File: src/rtl/ps_tx_scheduler.sv
// Byte scheduler in front of the PHY serializer: a fixed alignment phase after reset,
// then burst-limited round-robin sharing of the serializer between two byte lanes.
module ps_tx_scheduler #(
    parameter int          SYNC_LEN  = 4,
    parameter int          MAX_BURST = 8,
    parameter logic [7:0]  IDLE_SYM  = 8'hBC
) (
    input  logic       clk_4f,
    input  logic       reset,
    input  logic       req0,
    input  logic [7:0] data0,
    input  logic       req1,
    input  logic [7:0] data1,
    output logic       ack0,
    output logic       ack1,
    output logic [7:0] data_out,
    output logic       valid_out,
    output logic [1:0] grant,
    output logic       sync_done
);

    localparam int SW = (SYNC_LEN > 1) ? $clog2(SYNC_LEN) : 1;
    localparam int CW = (MAX_BURST > 1) ? $clog2(MAX_BURST + 1) : 1;
    localparam logic [SW-1:0] SYNC_LAST = SW'(SYNC_LEN - 1);
    localparam logic [CW-1:0] CNT_LAST  = CW'(MAX_BURST - 1);

    typedef enum logic [1:0] {
        ST_SYNC   = 2'd0,
        ST_IDLE   = 2'd1,
        ST_SERVE0 = 2'd2,
        ST_SERVE1 = 2'd3
    } state_t;

    state_t          state_q;
    logic [SW-1:0]   sync_cnt_q;
    logic [CW-1:0]   cnt_q;
    logic            last_q;
    logic [7:0]      data_out_q;
    logic            valid_out_q;
    logic [1:0]      grant_q;
    logic            sync_done_q;

    logic [1:0]      req_v;
    logic [1:0]      serving_v;
    logic [1:0]      ack_v;
    logic            cur_lane;
    logic            req_cur;
    logic            req_oth;
    logic            ack_cur;
    logic [7:0]      data_cur;

    assign req_v        = {req1, req0};
    assign serving_v[0] = (state_q == ST_SERVE0);
    assign serving_v[1] = (state_q == ST_SERVE1);

    // A lane is consumed only by its owner; reset masks acks before the state clears.
    genvar gi;
    generate
        for (gi = 0; gi < 2; gi++) begin : g_ack
            assign ack_v[gi] = !reset && serving_v[gi] && req_v[gi];
        end
    endgenerate

    assign ack0     = ack_v[0];
    assign ack1     = ack_v[1];
    assign cur_lane = serving_v[1];
    assign req_cur  = req_v[cur_lane];
    assign req_oth  = req_v[!cur_lane];
    assign ack_cur  = |ack_v;
    assign data_cur = cur_lane ? data1 : data0;

    always_ff @(posedge clk_4f) begin
        if (reset) begin
            state_q     <= ST_SYNC;
            sync_cnt_q  <= '0;
            cnt_q       <= '0;
            last_q      <= 1'b1;
            data_out_q  <= IDLE_SYM;
            valid_out_q <= 1'b0;
            grant_q     <= 2'b00;
            sync_done_q <= 1'b0;
        end else begin
            data_out_q  <= IDLE_SYM;
            valid_out_q <= 1'b0;
            case (state_q)
                ST_SYNC: begin
                    if (sync_cnt_q == SYNC_LAST) begin
                        state_q     <= ST_IDLE;
                        sync_done_q <= 1'b1;
                    end else begin
                        sync_cnt_q <= sync_cnt_q + 1'b1;
                    end
                end
                ST_IDLE: begin
                    if (req0 && (!req1 || last_q)) begin
                        state_q <= ST_SERVE0;
                        grant_q <= 2'b01;
                        last_q  <= 1'b0;
                        cnt_q   <= '0;
                    end else if (req1) begin
                        state_q <= ST_SERVE1;
                        grant_q <= 2'b10;
                        last_q  <= 1'b1;
                        cnt_q   <= '0;
                    end
                end
                default: begin
                    if (ack_cur) begin
                        data_out_q  <= data_cur;
                        valid_out_q <= 1'b1;
                    end
                    if (ack_cur && (cnt_q != CNT_LAST)) begin
                        cnt_q <= cnt_q + 1'b1;
                    end else begin
                        // Burst over: full burst or owner went quiet (req_cur low).
                        cnt_q <= '0;
                        if (req_oth) begin
                            state_q <= cur_lane ? ST_SERVE0 : ST_SERVE1;
                            grant_q <= cur_lane ? 2'b01 : 2'b10;
                            last_q  <= !cur_lane;
                        end else if (!ack_cur || !req_cur) begin
                            state_q <= ST_IDLE;
                            grant_q <= 2'b00;
                        end
                    end
                end
            endcase
        end
    end

    assign data_out  = data_out_q;
    assign valid_out = valid_out_q;
    assign grant     = grant_q;
    assign sync_done = sync_done_q;

endmodule
File: config.mk
export PLATFORM = sky130hd
export DESIGN_NAME = ps_tx_scheduler
export DESIGN_NICKNAME = d
export VERILOG_FILES = /design/src/rtl/ps_tx_scheduler.sv
export SDC_FILE = /design/constraint.sdc
export NUM_CORES = 1
export LEC_CHECK = 0
export CAP_MARGIN = 20
export CORE_MARGIN = 4
export CORE_UTILIZATION = 35
export DETAILED_ROUTE_END_ITERATION = 8
export PLACE_DENSITY = 0.69
export SKIP_LAST_GASP = 1
export SYNTH_ARGS = -nofsm -noshare
export SYNTH_HDL_FRONTEND = slang
export SYNTH_SLANG_ARGS = --single-unit
File: constraint.sdc
create_clock -name clk_4f -period 1.4 [get_ports clk_4f]
set_input_delay 0.28 -clock clk_4f [delete_from_list [all_inputs] [get_ports clk_4f]]
set_output_delay 0.28 -clock clk_4f [all_outputs]
set_load 0.01 [all_outputs]
==> impl_metrics.csv, run 1 <==
group,metric,value,unit
power,power_switching_share,32.7,%
route,vias,852,
placement,dp_hpwl,1700,um
power,pwr-share-seq,44.7,%
critical_path,critPathCaptureType,"flip-flop",
critical_path,cp.buffers_inverters,0,
critical_path,critPathSlowestCell,"dfxtp_2",
layout,final_area,1460,sq um
sta,whs,476,ps
sta,max_freq,667,MHz
die,fp.dieH,58.5,um
clock_tree,postCtsSetupBuffers,0,
die,io_pins,34,
sta,setup_viol_count_final,4,
layout,seq_area,428,sq um
placement,place_area,1370,sq um
synth,ys_types,35,
sta,slew_viol_final,0,
synth,yosys.area.top_type,"dfxtp_1",
clock_tree,cts_tree,"done",
layout,syn2layout_area_growth,63.3,%
route,wl,2250,um
layout,final_util,59.3,%
status,status,"finished with violations",
global_routing,grt_use_total,14.1,%
clock_tree,holdBufCountCts,0,
critical_path,r2r-start,"cnt_q[1]$_SDFFE_PP0P_",
route,antenna_left,0,
power,p_int,1.16,mW
placement,gp_congestion,0.762,
global_routing,grt_pass1_wl,3640,um
layout,multi_input_area,529,sq um
die,design.die.area,3420,sq um
layout,antenna_cells,0,
route,drt_first_pass_iters,4,
die,core_area,2450,sq um
power,clockPowerShare,17.0,%
synth,ys_seq_elements,21,
critical_path,critical_path_required,1610,ps
layout,final_nets,165,
sta,fin_crit_sh,107,%
sta,fin_skew,5.04,ps
power,p_comb_share,38.2,%
global_routing,grt_pass1_vias,848,
route,wl_per_cell,13.1,um
critical_path,worst_setup_path_start_kind,"flip-flop",
status,violations,"negative setup slack",
critical_path,critPathTopFamily,"compound AO/OA/AOI/OAI gates",
critical_path,path_cells,"ha_4 > and3b_1 > a311o_1 > a21boi_2 > o31a_1",
placement,dp_cells,169,
sta,tightest_slew,346,ps
synth,async_flop_share,0,%
worst_hold_path,min_from,"sync_done$_SDFFE_PP0P_",
power,leakagePower,0.628,nW
synth,synth_top_area_share,47.2,%
critical_path,critPathKind,"flip-flop to flip-flop",
critical_path,r2r_setup_slack,-100,ps
clock_tree,htreeDepth,1,
sta,rsz0062_at_grt,"true",
clock_tree,cts-root-buf,"clkbuf_4",
global_routing,grt_max_degree,13,
layout,fillCellCount,234,
clock_tree,clkLatencyLatePin,310,ps
job,maxCapViolations,0,
worst_hold_path,hp-class,"flip-flop to flip-flop",
synth,synth_most_common_cell,"dfxtp_1",
sta,slew_headroom,76.8,%
sta,fin_ws,-98.4,ps
sta,fin_crit,1500,ps
placement,io_buffers,33,
critical_path,worstSetupStartpoint,"cnt_q[1]$_SDFFE_PP0P_",
die,die_x,58.5,um
synth,ys_seq_area_share,47.2,%
clock_tree,cts.clk_slew.worst_paths,120,ps
critical_path,worstPathMaxFanout,2,
synth,yosys-top-cells-area,"dfxtp_1, a221o_1, nor2_1",
power,p_sw,0.561,mW
synth,synth.avg_cell_area,9.38,sq um
clock_tree,cts_made_buffers,3,
critical_path,slowest_delay,350,ps
route,vias_per_cell,4.95,
synth,ys_warn_count,0,
synth,synth_commonest_cells,"dfxtp_1, nor2_1, nand2_1",
die,start_util,36.3,%
global_routing,antenna_found_initial,0,
synth,syn-num-nets,117,
die,rows,18,
critical_path,cp.arrival,1710,ps
clock_tree,clk_path_buf_depth,2,
clock_tree,cts.sinks,21,
synth,synthFlopType,"dfxtp_1",
power,peakVddDrop,0.789,mV
power,power_density,1180,nW/um^2
synth,synthesis.area,891,sq um
synth,synth_edf_count,0,
layout,final_cells,172,
route,drc,0,
power,finalPower,1.72,mW
sta,hold_viol_final,0,
route,drt_iter0_markers,18,
layout,layout-drive-gt1-share,28.9,%
global_routing,grt_overflow,0,
synth,syn_inst,95,
placed cells by master (no fill, tap or decap), types with 2 or more instances in the layout:
cell type / synthesis / layout
dfxtp_2: 0 / 3
nand3_1: 2 / 2
a21oi_1: 6 / 5
nor3_1: 3 / 3
nand2b_1: 3 / 3
dfxtp_1: 21 / 17
buf_6: 0 / 3
dlygate4sd2_1: 0 / 15
o21ai_0: 4 / 3
buf_2: 3 / 2
inv_1: 2 / 2
a221o_1: 5 / 5
mux2i_1: 3 / 2
clkdlybuf4s50_1: 0 / 16
buf_4: 0 / 12
nor2_1: 9 / 8
clkbuf_4: 0 / 3
nand2_1: 7 / 6
xor2_1: 2 / 2
worst min-delay path: stages (launching register included):
cell and delay [ps]:
dfxtp_1 340, a21oi_1 40, nor2_1 70
metal layers:
metal,track usage (%),share of wire [%],vias up
met1,15.3,42,380
met2,23.0,47,30
met4,11.3,2.5,0
met5,0,0,-
met3,3.73,8.9,6
li1,-,-,436
sequential cells by signal (all words and copies together) (netlist names):
| signal | flops |
|---|---|
| cnt_q | 4 |
| data_out | 8 |
| grant | 2 |
| last_q | 1 |
| state_q | 2 |
| sync_cnt_q | 2 |
| sync_done | 1 |
| valid_out | 1 |
power groups by stage:
stage / Combinational, mW / Clock [mW] / Sequential [mW]
after floorplan: 0.327 / 0 / 0.759
after global placement: 0.600 / 0 / 0.755
after detailed placement: 0.617 / 0 / 0.759
after CTS: 0.641 / 0.317 / 0.749
after global routing: 0.733 / 0.345 / 0.778
final: 0.656 / 0.292 / 0.768
worst paths after layout:
kind / end / cells after the start
max: last_q$_SDFFE_PP1P_ / 5
min: sync_done$_SDFFE_PP0P_ / 2
max reg2reg: last_q$_SDFFE_PP1P_ / 5
min reg2reg: sync_done$_SDFFE_PP0P_ / 2
stage by stage:
stage	TNS (ps)	worst slack, ps
after global placement	-8450	-515
after floorplan	-17.6	-17.6
after detailed placement	-9000	-544
after CTS	-177	-96.3
final	-129	-98.4
after global routing	-570	-133
kinds of logic (layout without fill, tap and decap cells):
logic type               after synthesis  after routing  synth area share (%)
XOR/XNOR                               3              3                  2.95
buffers and inverters                  7             54                  3.37
flip-flops                            21             21                  47.2
AO/OA/AOI/OAI                         25             25                  20.4
AND/OR/NAND/NOR                       34             34                  19.9
adder cells (fa/ha/maj)                2              2                  2.81
multiplexers                           3              3                  3.37
area by class of cell:
type                    instances  share of cell area, %
repair buffers                 48                   29.2
multi-input cells              67                   36.4
well taps                      30                   2.58
clock buffers                   3                   1.55
flip-flops and latches         21                   29.4
clock inverters                 1                  0.344
inverters                       2                  0.516
repair_timing:
| action | in CTS | in global routing |
|---|---|---|
| gates resized for setup | 34 | 14 |
| gates cloned | 0 | 0 |
| pin swaps | 4 | 5 |
| endpoints found under the setup margin | 30 | 18 |
| endpoints found under the hold margin | 0 | 0 |
Power figures use the tool's default switching activity.
==> run 2: changes to the inputs <==
Settings changed: MAX_ROUTING_LAYER set to met4.
Clock period 1.4 ns to 1.35 ns, I/O delays scaled along.
==> run 2 against run 1 <==
  * The run still ends with negative setup slack left
  * Sequential cell count did not move
  * Critical path depth fell by 1
  * Worst hold slack improved by 7.1 ps
  * Total power rose by 4.1%
  * Combinational power rose by 3.5%
  * Clock skew fell by 1.7 ps
  * Setup slack got worse by 18 ps
  * Sequential share of layout area fell by 0.050 points
  * Clock power rose by 4%
==> impl_metrics.csv, run 2 (synthesis gave the netlist of run 1 again) <==
group,metric,value,unit
status,status,"finished with violations",
status,violations,"negative setup slack",
critical_path,cp.arrival,1670,ps
die,io_pins,34,
power,finalPower,1.79,mW
power,peakVddDrop,0.883,mV
sta,setup_tns,-393,ps
worst_hold_path,hp-class,"flip-flop to flip-flop",
sta,fin_ws,-117,ps
clock_tree,cts-root-buf,"clkbuf_4",
critical_path,r2r_setup_slack,-120,ps
global_routing,grt_use_total,14.3,%
clock_tree,holdBufCountCts,0,
sta,slew_headroom,75.8,%
die,die_x,58.5,um
clock_tree,cts.clk_slew.worst_paths,120,ps
critical_path,worst_setup_path_start_kind,"flip-flop",
placement,place_area,1370,sq um
clock_tree,cts_tree,"done",
job,maxCapViolations,0,
clock_tree,htreeDepth,1,
layout,layout_commonest_cell,"dfxtp_1",
sta,fin_crit,1470,ps
route,vias,866,
layout,largest_reg_flops,8,
layout,final_nets,166,
die,core_area,2450,sq um
die,rows,18,
critical_path,r2r-end,"last_q$_SDFFE_PP1P_",
critical_path,critPathKind,"flip-flop to flip-flop",
route,vias_per_cell,5.01,
power,power_density,1230,nW/um^2
route,drc,0,
clock_tree,cts.sinks,21,
route,antenna_left,0,
critical_path,worstPathMaxFanout,5,
route,drt_iter0_markers,26,
layout,final_area,1460,sq um
global_routing,grt_pass1_vias,896,
clock_tree,clk_path_buf_depth,2,
sta,rsz0062_at_grt,"true",
critical_path,critPathCaptureType,"flip-flop",
global_routing,grt_pass1_wl,3640,um
critical_path,r2r-start,"state_q[0]$_SDFFE_PP0P_",
power,leakagePower,0.640,nW
worst_hold_path,whs_path_depth,2,
layout,syn2layout_area_growth,63.6,%
die,start_util,36.3,%
route,drt_first_pass_iters,4,
sta,setup_viol_count_final,10,
worst_hold_path,hold_path_end,"grant[1]$_SDFFE_PP0P_",
clock_tree,cts_made_buffers,3,
layout,antenna_cells,0,
global_routing,antenna_found_initial,0,
sta,slew_viol_final,0,
sta,hold_viol_final,0,
route,wl_per_cell,13.2,um
critical_path,r2r_cells,4,
worst_hold_path,min_from,"grant[1]$_SDFFE_PP0P_",
critical_path,critical_path_required,1560,ps
die,fp.dieH,58.5,um
layout,fillCellCount,229,
placement,gp_congestion,0.768,
clock_tree,clkLatencyLatePin,310,ps
global_routing,grt_overflow,0,
die,design.die.area,3420,sq um
sta,fin_crit_sh,109,%
placement,dp_slack,-541,ps
layout,layout-drive-gt1-share,27.3,%
global_routing,grt_max_degree,13,
sta,tightest_slew,363,ps
layout,mostFrequentLayoutCells,"dfxtp_1, clkdlybuf4s50_1, dlygate4sd2_1, buf_4, nor2_1",
placement,io_buffers,33,
sta,max_freq,682,MHz
placement,dp_hpwl,1720,um
route,wl,2290,um
sta,fin_skew,3.35,ps
[run 2: cell types whose count changed in the layout (fill, tap and decap cells not counted), sizes merged]
cell / delta
buf: +1
[run 2: final cells by class]
class                           instances  area (sq um)  area share [%]
Clock buffer                            3          22.5            1.55
Inverter                                2          7.51           0.515
Sequential cell                        21           428            29.4
Multi-Input combinational cell         67           524            36.0
Tap cell                               30          37.5            2.58
Clock inverter                          1          5.00           0.343
Timing Repair Buffer                   49           433            29.7
[run 2: worst max-delay path, cell delays in order, from the launching register on]
cell and delay, ps:
dfxtp_4 430, mux2i_4 260, nor3_1 90, or3b_2 470, o31a_1 120
[run 2: worst max-delay path by stage]
| stage | start | endpoint | slack, ps | cells after the start |
|---|---|---|---|---|
| final | state_q[0]$_SDFFE_PP0P_ | last_q$_SDFFE_PP1P_ | -120 | 4 |
| after global routing | cnt_q[1]$_SDFFE_PP0P_ | last_q$_SDFFE_PP1P_ | -170 | 5 |
| after detailed placement | req0 | last_q$_SDFFE_PP1P_ | -540 | 6 |
| after CTS | cnt_q[1]$_SDFFE_PP0P_ | last_q$_SDFFE_PP1P_ | -120 | 5 |
| after global placement | reset | ack0 | -550 | 3 |
| after floorplan | cnt_q[1]$_SDFFE_PP0P_ | last_q$_SDFFE_PP1P_ | -70 | 5 |
[run 2: through the flow]
| step | util (%) | hold slack (ps) | cells |
|---|---|---|---|
| after global placement | 55.6 | 464 | 169 |
| after detailed placement | 55.6 | 474 | 169 |
| after CTS | 58.1 | 485 | 173 |
| final | 59.4 | 483 | 173 |
| after floorplan | - | 406 | 95 |
| after global routing | 59.4 | 488 | 173 |
[run 2: power by group]
group / internal, mW / leakage (nW) / switching (mW)
Clock: 0.111 / 0.0177 / 0.193
Combinational: 0.375 / 0.449 / 0.304
Sequential: 0.721 / 0.173 / 0.0836
Total: 1.21 / 0.640 / 0.580
[run 2: per-layer routing]
layer / vias to the layer above / share of wire, % / routed length (um) / global-route usage [%]
li1: 436 / - / - / -
met1: 386 / 41 / 943 / 13.9
met2: 35 / 47 / 1070 / 25.0
met3: 9 / 8.8 / 202 / 3.51
met4: 0 / 3.0 / 69 / 9.27
met5: - / 0 / 0 / -
[run 2: repair_timing]
action / 4_1_cts / 5_1_grt
gates cloned: 0 / 0
buffers inserted: 1 / 0
gates resized for setup: 40 / 6
pin swaps: 4 / 2
endpoints found under the setup margin: 30 / 11
